===== src/rtl/mc68000_bus_pkg.sv =====
`default_nettype none
// ============================================================================
// Module   : mc68000_bus_pkg
// Brief    : Shared state encoding and limits for the mc68000 bus arbiter.
// Revision : 1.0 - initial release
// ============================================================================
package mc68000_bus_pkg;

    localparam int c_max_n_req = 8;

    typedef enum logic [2:0] {
        IDLE     = 3'd0,
        REQ      = 3'd1,
        WAIT_BUS = 3'd2,
        OWN      = 3'd3,
        REL      = 3'd4
    } arb_state_t;

endpackage
`default_nettype wire


===== src/rtl/mc68000_bus_arbiter_rr_pick.sv =====
`default_nettype none
// ============================================================================
// Module   : rr_pick
// Brief    : Combinational round-robin picker; first set bit at or above ptr.
// Revision : 1.0 - initial release
// ============================================================================
module rr_pick
    import mc68000_bus_pkg::*;
#(
    parameter int N_REQ = 2,
    parameter int OW    = 1
) (
    input  logic [N_REQ-1:0] req,
    input  logic [OW-1:0]    ptr,
    output logic [OW-1:0]    idx,
    output logic             any
);

    localparam logic [OW:0] c_n = (OW+1)'(N_REQ);

    logic [2*N_REQ-1:0] w_dbl;
    logic [N_REQ-1:0]   w_rot;
    logic [OW-1:0]      w_off;
    logic [OW:0]        w_sum;

    // Rotating a doubled vector puts index ptr at bit 0, so the lowest set
    // bit gives the distance from ptr to the winner.
    assign w_dbl = {req, req} >> ptr;
    assign w_rot = w_dbl[N_REQ-1:0];

    always_comb begin
        w_off = '0;
        for (int i = N_REQ - 1; i >= 0; i--) begin
            if (w_rot[i]) begin
                w_off = OW'(i);
            end
        end
    end

    assign w_sum = {1'b0, ptr} + {1'b0, w_off};
    assign idx   = (w_sum >= c_n) ? OW'(w_sum - c_n) : w_sum[OW-1:0];
    assign any   = |req;

endmodule
`default_nettype wire


===== src/rtl/mc68000_bus_arbiter.sv =====
`default_nettype none
// ============================================================================
// Module   : mc68000_bus_arbiter
// Brief    : Round-robin BR/BG/BGACK bus-mastership arbiter with hold limit.
// Revision : 1.0 - initial release
// ============================================================================
module mc68000_bus_arbiter
    import mc68000_bus_pkg::*;
#(
    parameter int N_REQ   = 2,
    parameter int TIMEOUT = 200,
    parameter int OW      = (N_REQ > 1) ? $clog2(N_REQ) : 1
) (
    input  logic             clk,
    input  logic             reset_n,
    input  logic [N_REQ-1:0] req_n,
    output logic [N_REQ-1:0] gnt_n,
    output logic             cpu_br_n,
    input  logic             cpu_bg_n,
    input  logic             as_n,
    output logic             bgack_n,
    output logic [OW-1:0]    owner,
    output logic             timeout
);

    localparam logic [15:0]   c_cnt_last = 16'(TIMEOUT - 1);
    localparam logic [OW-1:0] c_last_idx = OW'(N_REQ - 1);

    arb_state_t       r_state, w_state_nxt;
    logic [OW-1:0]    r_owner, w_owner_nxt;
    logic [OW-1:0]    r_ptr, w_ptr_nxt;
    logic [15:0]      r_cnt, w_cnt_nxt;
    logic [N_REQ-1:0] r_gnt_n, w_gnt_n_nxt;
    logic             r_br_n, w_br_n_nxt;
    logic             r_bgack_n, w_bgack_n_nxt;
    logic             r_timeout, w_timeout_nxt;
    logic [OW-1:0]    w_pick;
    logic             w_any;
    logic             w_owner_drop;
    logic [OW-1:0]    w_ptr_inc;

    rr_pick #(
        .N_REQ (N_REQ),
        .OW    (OW)
    ) u_rr_pick (
        .req (~req_n),
        .ptr (r_ptr),
        .idx (w_pick),
        .any (w_any)
    );

    assign w_owner_drop = req_n[r_owner];
    assign w_ptr_inc    = (r_owner == c_last_idx) ? '0 : r_owner + 1'b1;

    always_comb begin
        w_state_nxt   = r_state;
        w_owner_nxt   = r_owner;
        w_ptr_nxt     = r_ptr;
        w_cnt_nxt     = r_cnt;
        w_gnt_n_nxt   = r_gnt_n;
        w_br_n_nxt    = r_br_n;
        w_bgack_n_nxt = r_bgack_n;
        w_timeout_nxt = 1'b0;
        case (r_state)
            IDLE: begin
                if (w_any) begin
                    w_owner_nxt = w_pick;
                    w_br_n_nxt  = 1'b0;
                    w_state_nxt = REQ;
                end
            end
            REQ: begin
                if (w_owner_drop) begin
                    w_br_n_nxt  = 1'b1;
                    w_state_nxt = IDLE;
                end else if (!cpu_bg_n) begin
                    w_state_nxt = WAIT_BUS;
                end
            end
            WAIT_BUS: begin
                // Wait for the CPU to finish any cycle in flight; no hold limit here.
                if (w_owner_drop) begin
                    w_br_n_nxt  = 1'b1;
                    w_state_nxt = IDLE;
                end else if (as_n) begin
                    w_bgack_n_nxt = 1'b0;
                    w_br_n_nxt    = 1'b1;
                    w_gnt_n_nxt   = ~(N_REQ'(1) << r_owner);
                    w_cnt_nxt     = '0;
                    w_state_nxt   = OWN;
                end
            end
            OWN: begin
                w_cnt_nxt = r_cnt + 16'd1;
                if (w_owner_drop || (r_cnt == c_cnt_last)) begin
                    w_timeout_nxt = !w_owner_drop;
                    w_gnt_n_nxt   = '1;
                    w_bgack_n_nxt = 1'b1;
                    w_ptr_nxt     = w_ptr_inc;
                    w_state_nxt   = REL;
                end
            end
            REL: begin
                w_state_nxt = IDLE;
            end
            default: begin
                w_state_nxt = IDLE;
            end
        endcase
    end

    always_ff @(posedge clk or negedge reset_n) begin
        if (!reset_n) begin
            r_state   <= IDLE;
            r_owner   <= '0;
            r_ptr     <= '0;
            r_cnt     <= '0;
            r_gnt_n   <= '1;
            r_br_n    <= 1'b1;
            r_bgack_n <= 1'b1;
            r_timeout <= 1'b0;
        end else begin
            r_state   <= w_state_nxt;
            r_owner   <= w_owner_nxt;
            r_ptr     <= w_ptr_nxt;
            r_cnt     <= w_cnt_nxt;
            r_gnt_n   <= w_gnt_n_nxt;
            r_br_n    <= w_br_n_nxt;
            r_bgack_n <= w_bgack_n_nxt;
            r_timeout <= w_timeout_nxt;
        end
    end

    assign gnt_n    = r_gnt_n;
    assign cpu_br_n = r_br_n;
    assign bgack_n  = r_bgack_n;
    assign owner    = r_owner;
    assign timeout  = r_timeout;

endmodule
`default_nettype wire


===== config.mk =====
export PLATFORM = sky130hd
export DESIGN_NAME = mc68000_bus_arbiter
export DESIGN_NICKNAME = d
export VERILOG_FILES = /design/src/rtl/mc68000_bus_pkg.sv /design/src/rtl/mc68000_bus_arbiter_rr_pick.sv /design/src/rtl/mc68000_bus_arbiter.sv
export SDC_FILE = /design/constraint.sdc
export NUM_CORES = 1
export LEC_CHECK = 0
export CELL_PAD_IN_SITES_DETAIL_PLACEMENT = 2
export CELL_PAD_IN_SITES_GLOBAL_PLACEMENT = 2
export CORE_MARGIN = 2
export CORE_UTILIZATION = 36
export DETAILED_ROUTE_END_ITERATION = 8
export PLACE_DENSITY_LB_ADDON = 0.1
export SLEW_MARGIN = 20
export SYNTH_ARGS = -nofsm -noshare
export SYNTH_HDL_FRONTEND = slang
export SYNTH_HIERARCHICAL = 1
export SYNTH_SLANG_ARGS = --single-unit

===== constraint.sdc =====
create_clock -name clk -period 2.6 [get_ports clk]
set_clock_uncertainty 0.2 [all_clocks]
set_input_delay 0.26 -clock clk [delete_from_list [all_inputs] [get_ports clk]]
set_output_delay 0.26 -clock clk [all_outputs]
set_load 0.05 [all_outputs]

Word-level counts from Yosys, hierarchy flattened
Cells that the tools add are included.
Widths: inputs -> output; s select.
{"block": "totals", "output_inout_bits": 6, "wordCells": 72, "ff_bits": 26}
{"block": "classes", "eq_ne": 11, "add_sub_neg": 4, "n_mux": 31, "n_reduce_logical": 12, "bitwise": 2, "shift": 2, "order_cmp": 2}
{"operator": "$mux 16", "n": 2}
{"operator": "$pmux 16 s2", "n": 1}
{"operator": "$mux 3", "n": 6}
{"operator": "$add 16x1->16 const B", "n": 1}
{"operator": "$eq 16x8->1 const B", "n": 1}
{"operator": "$mux 1", "n": 15}
{"operator": "$pmux 3 s4", "n": 1}
{"operator": "$reduce_and 4->1", "n": 3}
{"operator": "$ne 2x2->1 const B", "n": 4}
{"operator": "$eq 3x2->1 const B", "n": 2}
{"operator": "$mux 2", "n": 3}
{"operator": "$ne 3x3->1 const B", "n": 2}
{"operator": "$not 2->2", "n": 2}
{"operator": "$pmux 2 s2", "n": 1}
{"operator": "$reduce_and 2->1", "n": 2}
{"operator": "$shr 4x1->2", "n": 1}
{"operator": "$eq 3x1->1 const B", "n": 1}
{"operator": "$logic_not 3->1", "n": 1}
{"operator": "$pmux 1 s3", "n": 1}
{"operator": "$reduce_and 3->1", "n": 1}
{"operator": "$reduce_bool 3->1", "n": 1}
{"operator": "$add 1x1->2", "n": 1}
{"operator": "$ge 2x2->1 const B", "n": 1}
{"operator": "$lt 1x2->1 const B", "n": 1}
{"operator": "9 further kinds", "n": 9}

Depth between registers and ports, before layout
Gate-level depths: netlist (run 1).
{"block": "depth", "depth_word": 7, "ltp_mapped": 5}

Cells and area by module
Netlist (run 1), hierarchy kept.
{"module": "mc68000_bus_arbiter", "cells_each": 133, "area_per_inst_um2": 1353.8, "seq_area_each_um2": 655.6, "n_inst": 1}
{"module": "rr_pick", "cells_each": 4, "area_per_inst_um2": 18.8, "seq_area_each_um2": 0.0, "n_inst": 1}

Worst setup path after synthesis (run 1)
OpenSTA, ideal clock, no wires.
{"block": "synth_path", "path_kind": "register to register", "from": "register r_owner (netlist: owner)", "to": "register r_cnt[10]", "required_ps": 2270, "arrival_ps": 1887, "path_stages_with_launch": 6, "period_less_slack_ps": 2217, "slack_ps": 383, "path_cell_list": "dfrtp_1 mux2_4 or4_4 buf_6 o211ai_1 o31ai_1"}
{"block": "synth_between", "elab_chain_len": 4}
{"element": "start: declaration", "line_no": "mc68000_bus_arbiter.sv:30", "source": "logic [OW-1:0] r_owner, w_owner_nxt;"}
{"element": "start signal: assignment", "line_no": "mc68000_bus_arbiter.sv:124", "source": "r_owner <= w_owner_nxt;"}
{"element": "$mux 1 (implied by the code) (2 in series)", "line_no": "mc68000_bus_arbiter.sv:52", "source": "assign w_owner_drop = req_n[r_owner];"}
{"element": "$ne 2x2->1 (no line)"}
{"element": "$reduce_and 3->1 (no line)"}
{"element": "end signal: assignment", "line_no": "mc68000_bus_arbiter.sv:126", "source": "r_cnt <= w_cnt_nxt;"}
{"element": "end: declaration", "line_no": "mc68000_bus_arbiter.sv:32", "source": "logic [15:0] r_cnt, w_cnt_nxt;"}
No other way between the ends. The select of a mux whose other input is x is not followed.
A chain may end at the register's enable or synchronous reset.

Worst setup path after layout (run 1)
{"block": "layout_path", "from": "register r_br_n (netlist: cpu_br_n)", "to": "output cpu_br_n"}
{"element": "start: declaration", "line_no": "mc68000_bus_arbiter.sv:34", "source": "logic r_br_n, w_br_n_nxt;"}
{"element": "start signal: assignment", "line_no": "mc68000_bus_arbiter.sv:128", "source": "r_br_n <= w_br_n_nxt;"}
{"element": "end: declaration", "line_no": "mc68000_bus_arbiter.sv:18", "source": "output logic cpu_br_n,"}
No word-level cell between the ends.

==> results.json, run 1 <==
{
  "outcome": "finished, final reports clean",
  "syn-num-nets": 144,
  "clkPwrFrac": 0.157,
  "irDropWorstVdd_mv": 0.501,
  "cp.required_ns": 2.14,
  "p_comb_frac": 0.348,
  "rrSetupSlack_ns": 0.54,
  "core_sq_mm": 0.00366,
  "worst_pin_slew_ns": 0.502,
  "synth_top_area_frac": 0.401,
  "post-dp-hpwl_um": 2650,
  "power_density_mw_per_mm2": 1090,
  "worstPathCellList": "clkdlybuf4s50_1",
  "ant_nets": 0,
  "die-area_sq_mm": 0.00432,
  "netlist_area_sq_mm": 0.00137,
  "pre_cts_ws_ns": 0.350,
  "post-cts-setup-buffer-count": 0,
  "antenna_found_initial": 0,
  "use_met2": 0.343,
  "maxCapViolations": 0,
  "power_frac_seq": 0.495,
  "async_flop_share": 1.00,
  "relSlewSlack": 0.664,
  "cpLargestDelayFamily": "buffers and inverters",
  "cp_slowest_cell": "clkdlybuf4s50_1",
  "post-route-drc-count": 0,
  "fin_ws_ns": 0.510,
  "yosysWarnings": 6,
  "clock-sinks": 26,
  "clockBufferDepth": 2,
  "io_pins": 12,
  "switching_share": 0.425,
  "die_w_um": 65.7,
  "critical_path_class": "reg2out",
  "hold_violations": 0,
  "firstDrtPassIters": 4,
  "vias": 1149,
  "multiInputGateArea_sq_um": 671,
  "timing.fmax_mhz": 479,
  "rr_endpoint": "r_ptr",
  "dieHeight_um": 65.7,
  "drtIter0Drc": 29,
  "fin_setup_tns_ns": 0,
  "syn2layout_area_growth_pct": 15.8,
  "nets": 158,
  "cts_buffers": 3,
  "ctsHoldBuffers": 0,
  "hold_slack_ns": 0.160,
  "synth_top_area_cell": "dfrtp_1",
  "top_usage_layer": "met2",
  "ff2ff_path_depth": 5,
  "fin_crit_ns": 2.09,
  "post_cts_resized": 0,
  "rows": 22,
  "ys_types": 40,
  "rr_startpoint": "r_cnt[0]",
  "synth_area_leaders": "dfrtp_1 (40%), dfstp_2 (7.7%), nand3_1 (5.8%)",
  "slew_viol_final": 0,
  "cp_max_fo": 3,
  "wl_um": 3650,
  "place_congestion": 0.737,
  "internal_power_mw": 0.993,
  "diodes": 0,
  "global_route.overflow_total": 0,
  "path_buf_inv": 1,
  "grt_pass1_vias": 1311,
  "arrival_ns": 1.63,
  "synth_ff_type": "dfrtp_1",
  "startpoint_type": "flip-flop",
  "post_drt_via_cell_ratio": 5.80,
  "track_usage": 0.199,
  "cts_max_level": 1,
  "syn_inst": 137,
  "cts_tree": "done",
  "hold_class": "in2async",
  "start_util": 0.375,
  "yosysMostFrequentCell": "dfrtp_1",
  "rsz0062_at_grt": "no",
  "met1_usage": 0.242,
  "period_share": 0.804,
  "synth-seq-cells": 26,
  "cts.clk_slew.worst_paths_ns": 0.09,
  "wl_per_cell_um": 18.4,
  "drive_gt1_frac": 0.127,
  "syn-mean-instance-area_sq_um": 10.0,
  "clock_latency_ns": 0.28,
  "root_buffer": "clkbuf_8",
  "synth_edf_count": 0,
  "grt_util_met3": 0.0308,
  "setup_violations": 0,
  "portBuffers": 11,
  "grt_pass1_wl_um": 6500,
  "seq_area_sq_um": 656,
  "power_leakage_nw": 0.648,
  "switching_power_mw": 0.733,
  "critPathMaxStageDelay_ns": 0.80,
  "crit_path_end_kind": "output port",
  "synthTopCellsByCount": "dfrtp_1 (22), nand3_1 (16), nand2_1 (13)",
  "cp.depth": 1,
  "grt_max_degree": 27,
  "fillers": 389,
  "synth-seq-area-share": 0.478
}
[cell families after synthesis]
group	count (synthesis)	share of synthesized area
AOI/OAI and AO/OA	28	0.139
adders and majority gates	1	0.00911
buffers and inverters	10	0.0337
DFF	26	0.478
muxes	10	0.0820
and+or+nand+nor	62	0.259
[placed cells by master, fill, tap and decap left out, drive strengths merged]
cell	n
a21o	1
a21oi	5
a221oi	1
a32o	1
and3	1
and4	1
and4b	3
buf	2
clkbuf	4
clkdlybuf4s50	11
dfrtp	22
dfstp	4
ha	1
inv	6
mux2	4
mux2i	6
nand2	13
nand2b	2
nand3	16
nand4	3
nand4b	1
nor2	7
nor2b	2
nor3	3
nor4	4
nor4b	1
o211ai	3
o21ai	9
o221a	1
o31a	2
o31ai	5
or2	1
or3	1
or4	3
[per-layer routing]
metal  up-vias  wire length, um
met5         -                0
met4         0               78
met3         7               77
met2        16             1860
met1       586             1630
li1        540                -
[layout make-up]
cell class / instances / area share
multi-input cells: 101 / 0.422
flip-flops and latches: 26 / 0.413
repair buffers: 13 / 0.0787
well taps: 48 / 0.0378
clock buffers: 4 / 0.0346
inverters: 6 / 0.0142
[flip-flops by register name, indices dropped and copies added, names as in the netlist]
| register | flops |
|---|---|
| bgack_n | 1 |
| cpu_br_n | 1 |
| gnt_n | 2 |
| owner | 1 |
| r_cnt | 16 |
| r_ptr | 1 |
| r_state | 3 |
| timeout | 1 |
[power groups by stage]
stage,logic (mW),clock network (mW),registers (mW)
global route,0.674,0.292,0.889
floorplan,0.361,0,0.880
CTS,0.613,0.280,0.852
finish,0.601,0.270,0.854
detailed placement,0.608,0,0.856
global placement,0.581,0,0.842
[worst max-delay path by stage]
stage	to	from	slack, ns
finish	cpu_br_n	cpu_br_n	0.51
CTS	r_ptr	r_cnt[0]	0.47
floorplan	r_cnt[10]	owner	0.38
global placement	r_cnt[10]	req_n[0]	0.43
global route	r_ptr	r_cnt[0]	0.32
detailed placement	r_cnt[10]	req_n[1]	0.35
[through the flow]
step / power (mW) / instances / utilization / area (sq um)
finish: 1.73 / 198 / 0.434 / 1590
global route: 1.85 / 198 / 0.434 / 1590
CTS: 1.74 / 198 / 0.434 / 1590
detailed placement: 1.46 / 194 / 0.419 / 1530
global placement: 1.42 / 194 / 0.419 / 1530
floorplan: 1.24 / 137 / - / 1370
No activity file was read; power rests on OpenSTA's default activity.
==> run 2, diff against run 1 <==
==> constraint.sdc (replaced) <==
create_clock -name clk -period 2.1 [get_ports clk]
set_clock_uncertainty 0.2 [all_clocks]
set_input_delay 0.21 -clock clk [delete_from_list [all_inputs] [get_ports clk]]
set_output_delay 0.21 -clock clk [all_outputs]
set_load 0.05 [all_outputs]
==> results.json, run 2 (synthesized netlist as in run 1, its figures left out) <==
{
  "outcome": "finished, final reports clean",
  "diodes": 0,
  "startpoint_type": "flip-flop",
  "ff2ff_path_depth": 5,
  "wl_um": 3710,
  "cp_max_fo": 3,
  "clockBufferDepth": 2,
  "clock-sinks": 26,
  "fin_crit_ns": 2.03,
  "path_buf_inv": 1,
  "antenna_found_initial": 0,
  "power_density_mw_per_mm2": 1320,
  "final_common_cell": "dfrtp_1",
  "wl_per_cell_um": 17.9,
  "vias": 1175,
  "ctsHoldBuffers": 0,
  "largest_reg_flops": 16,
  "top_register": "r_cnt",
  "dp.cells": 203,
  "hold_class": "in2async",
  "post-dp-hpwl_um": 2800,
  "critPathMaxStageDelay_ns": 0.80,
  "slew_viol_final": 0,
  "rows": 22,
  "hold_violations": 0,
  "cts_max_level": 1,
  "rr_startpoint": "r_cnt[1]",
  "rrSetupSlack_ns": 0.10,
  "post_drt_via_cell_ratio": 5.65,
  "root_buffer": "clkbuf_8",
  "setup_violations": 0,
  "timing.fmax_mhz": 493,
  "crit_path_end_kind": "output port",
  "final_cell_mix": "dfrtp_1 (21), nand3_1 (16), nand2_1 (13)",
  "power_leakage_nw": 0.691,
  "grt_max_degree": 27,
  "dieHeight_um": 65.7,
  "core_sq_mm": 0.00366,
  "cp_slowest_cell": "clkdlybuf4s50_1",
  "total_power_mw": 2.20,
  "track_usage": 0.197,
  "worstPathCellList": "clkdlybuf4s50_1",
  "cts_tree": "done",
  "relSlewSlack": 0.666,
  "drive_gt1_frac": 0.188,
  "critical_path_class": "reg2out",
  "global_route.overflow_total": 0,
  "grt_pass1_vias": 1303,
  "syn2layout_area_growth_pct": 21.1,
  "drtIter0Drc": 69,
  "start_util": 0.375,
  "worst_pin_slew_ns": 0.499,
  "die_w_um": 65.7,
  "ant_nets": 0,
  "post-route-drc-count": 0,
  "period_share": 0.967,
  "clock_latency_ns": 0.27,
  "cts_buffers": 3,
  "final_cells": 208,
  "io_pins": 12,
  "cts.clk_slew.worst_paths_ns": 0.09,
  "rr_endpoint": "r_state[0]",
  "portBuffers": 11,
  "nets": 168,
  "maxCapViolations": 0,
  "cp.required_ns": 1.69,
  "die-area_sq_mm": 0.00432,
  "arrival_ns": 1.62,
  "irDropWorstVdd_mv": 0.500,
  "firstDrtPassIters": 4,
  "cpLargestDelayFamily": "buffers and inverters",
  "grt_pass1_wl_um": 6420,
  "place_congestion": 0.757
}
## run 2: cell types whose count changed in the layout (fill, tap and decap cells not counted), sizes merged
cell,previous run,this run
buf,2,12
## run 2: worst max-delay path by stage
stage	startpoint	to	slack, ns	cells after the start
floorplan	owner	r_cnt[10]	0.05	5
global placement	req_n[0]	r_cnt[10]	0.02	5
detailed placement	req_n[0]	r_cnt[10]	-0.03	5
CTS	r_cnt[1]	r_state[0]	0.03	5
global route	r_cnt[1]	r_state[0]	-0.07	5
finish	cpu_br_n	cpu_br_n	0.07	1
## run 2: layout make-up
cell class,instances,area [sq um]
Timing Repair Buffer,23,200
Multi-Input combinational cell,101,677
Clock buffer,4,45.0
Sequential cell,26,657
Fill cell,414,2000
Tap cell,48,60.1
Inverter,6,22.5
## run 2: layer usage
metal  wire length (um)  global-route usage  vias up
met5                  0                   0        -
met4                 31              0.0599        0
met3                 71              0.0240        4
met2               2010               0.360       11
met1               1600               0.239      597
li1                   -                   -      563
## run 2: power breakdown
| group | switching (mW) | leakage, nW | internal, mW |
|---|---|---|---|
| logic | 0.489 | 0.347 | 0.400 |
| registers | 0.276 | 0.321 | 0.733 |
| clock network | 0.161 | 0.0228 | 0.136 |
| total | 0.927 | 0.691 | 1.27 |
## run 2: per-stage QoR
step	util	cell area (sq um)	worst slack (ns)	hold slack (ns)	TNS [ns]
after detailed placement	0.438	1600	-0.0260	0.297	-0.0494
final	0.454	1660	0.0702	0.102	0
after global routing	0.454	1660	-0.0687	0.124	-0.121
after CTS	0.452	1660	0.0297	0.114	0
after floorplan	-	1370	0.0550	-0.286	0
after global placement	0.438	1600	0.0235	0.274	0
## run 2: repair_timing
item,in CTS,in global routing
gates resized for setup,0,1
setup endpoints to repair,1,2
cloned,0,0
setup buffers,1,0
pin swaps,1,1
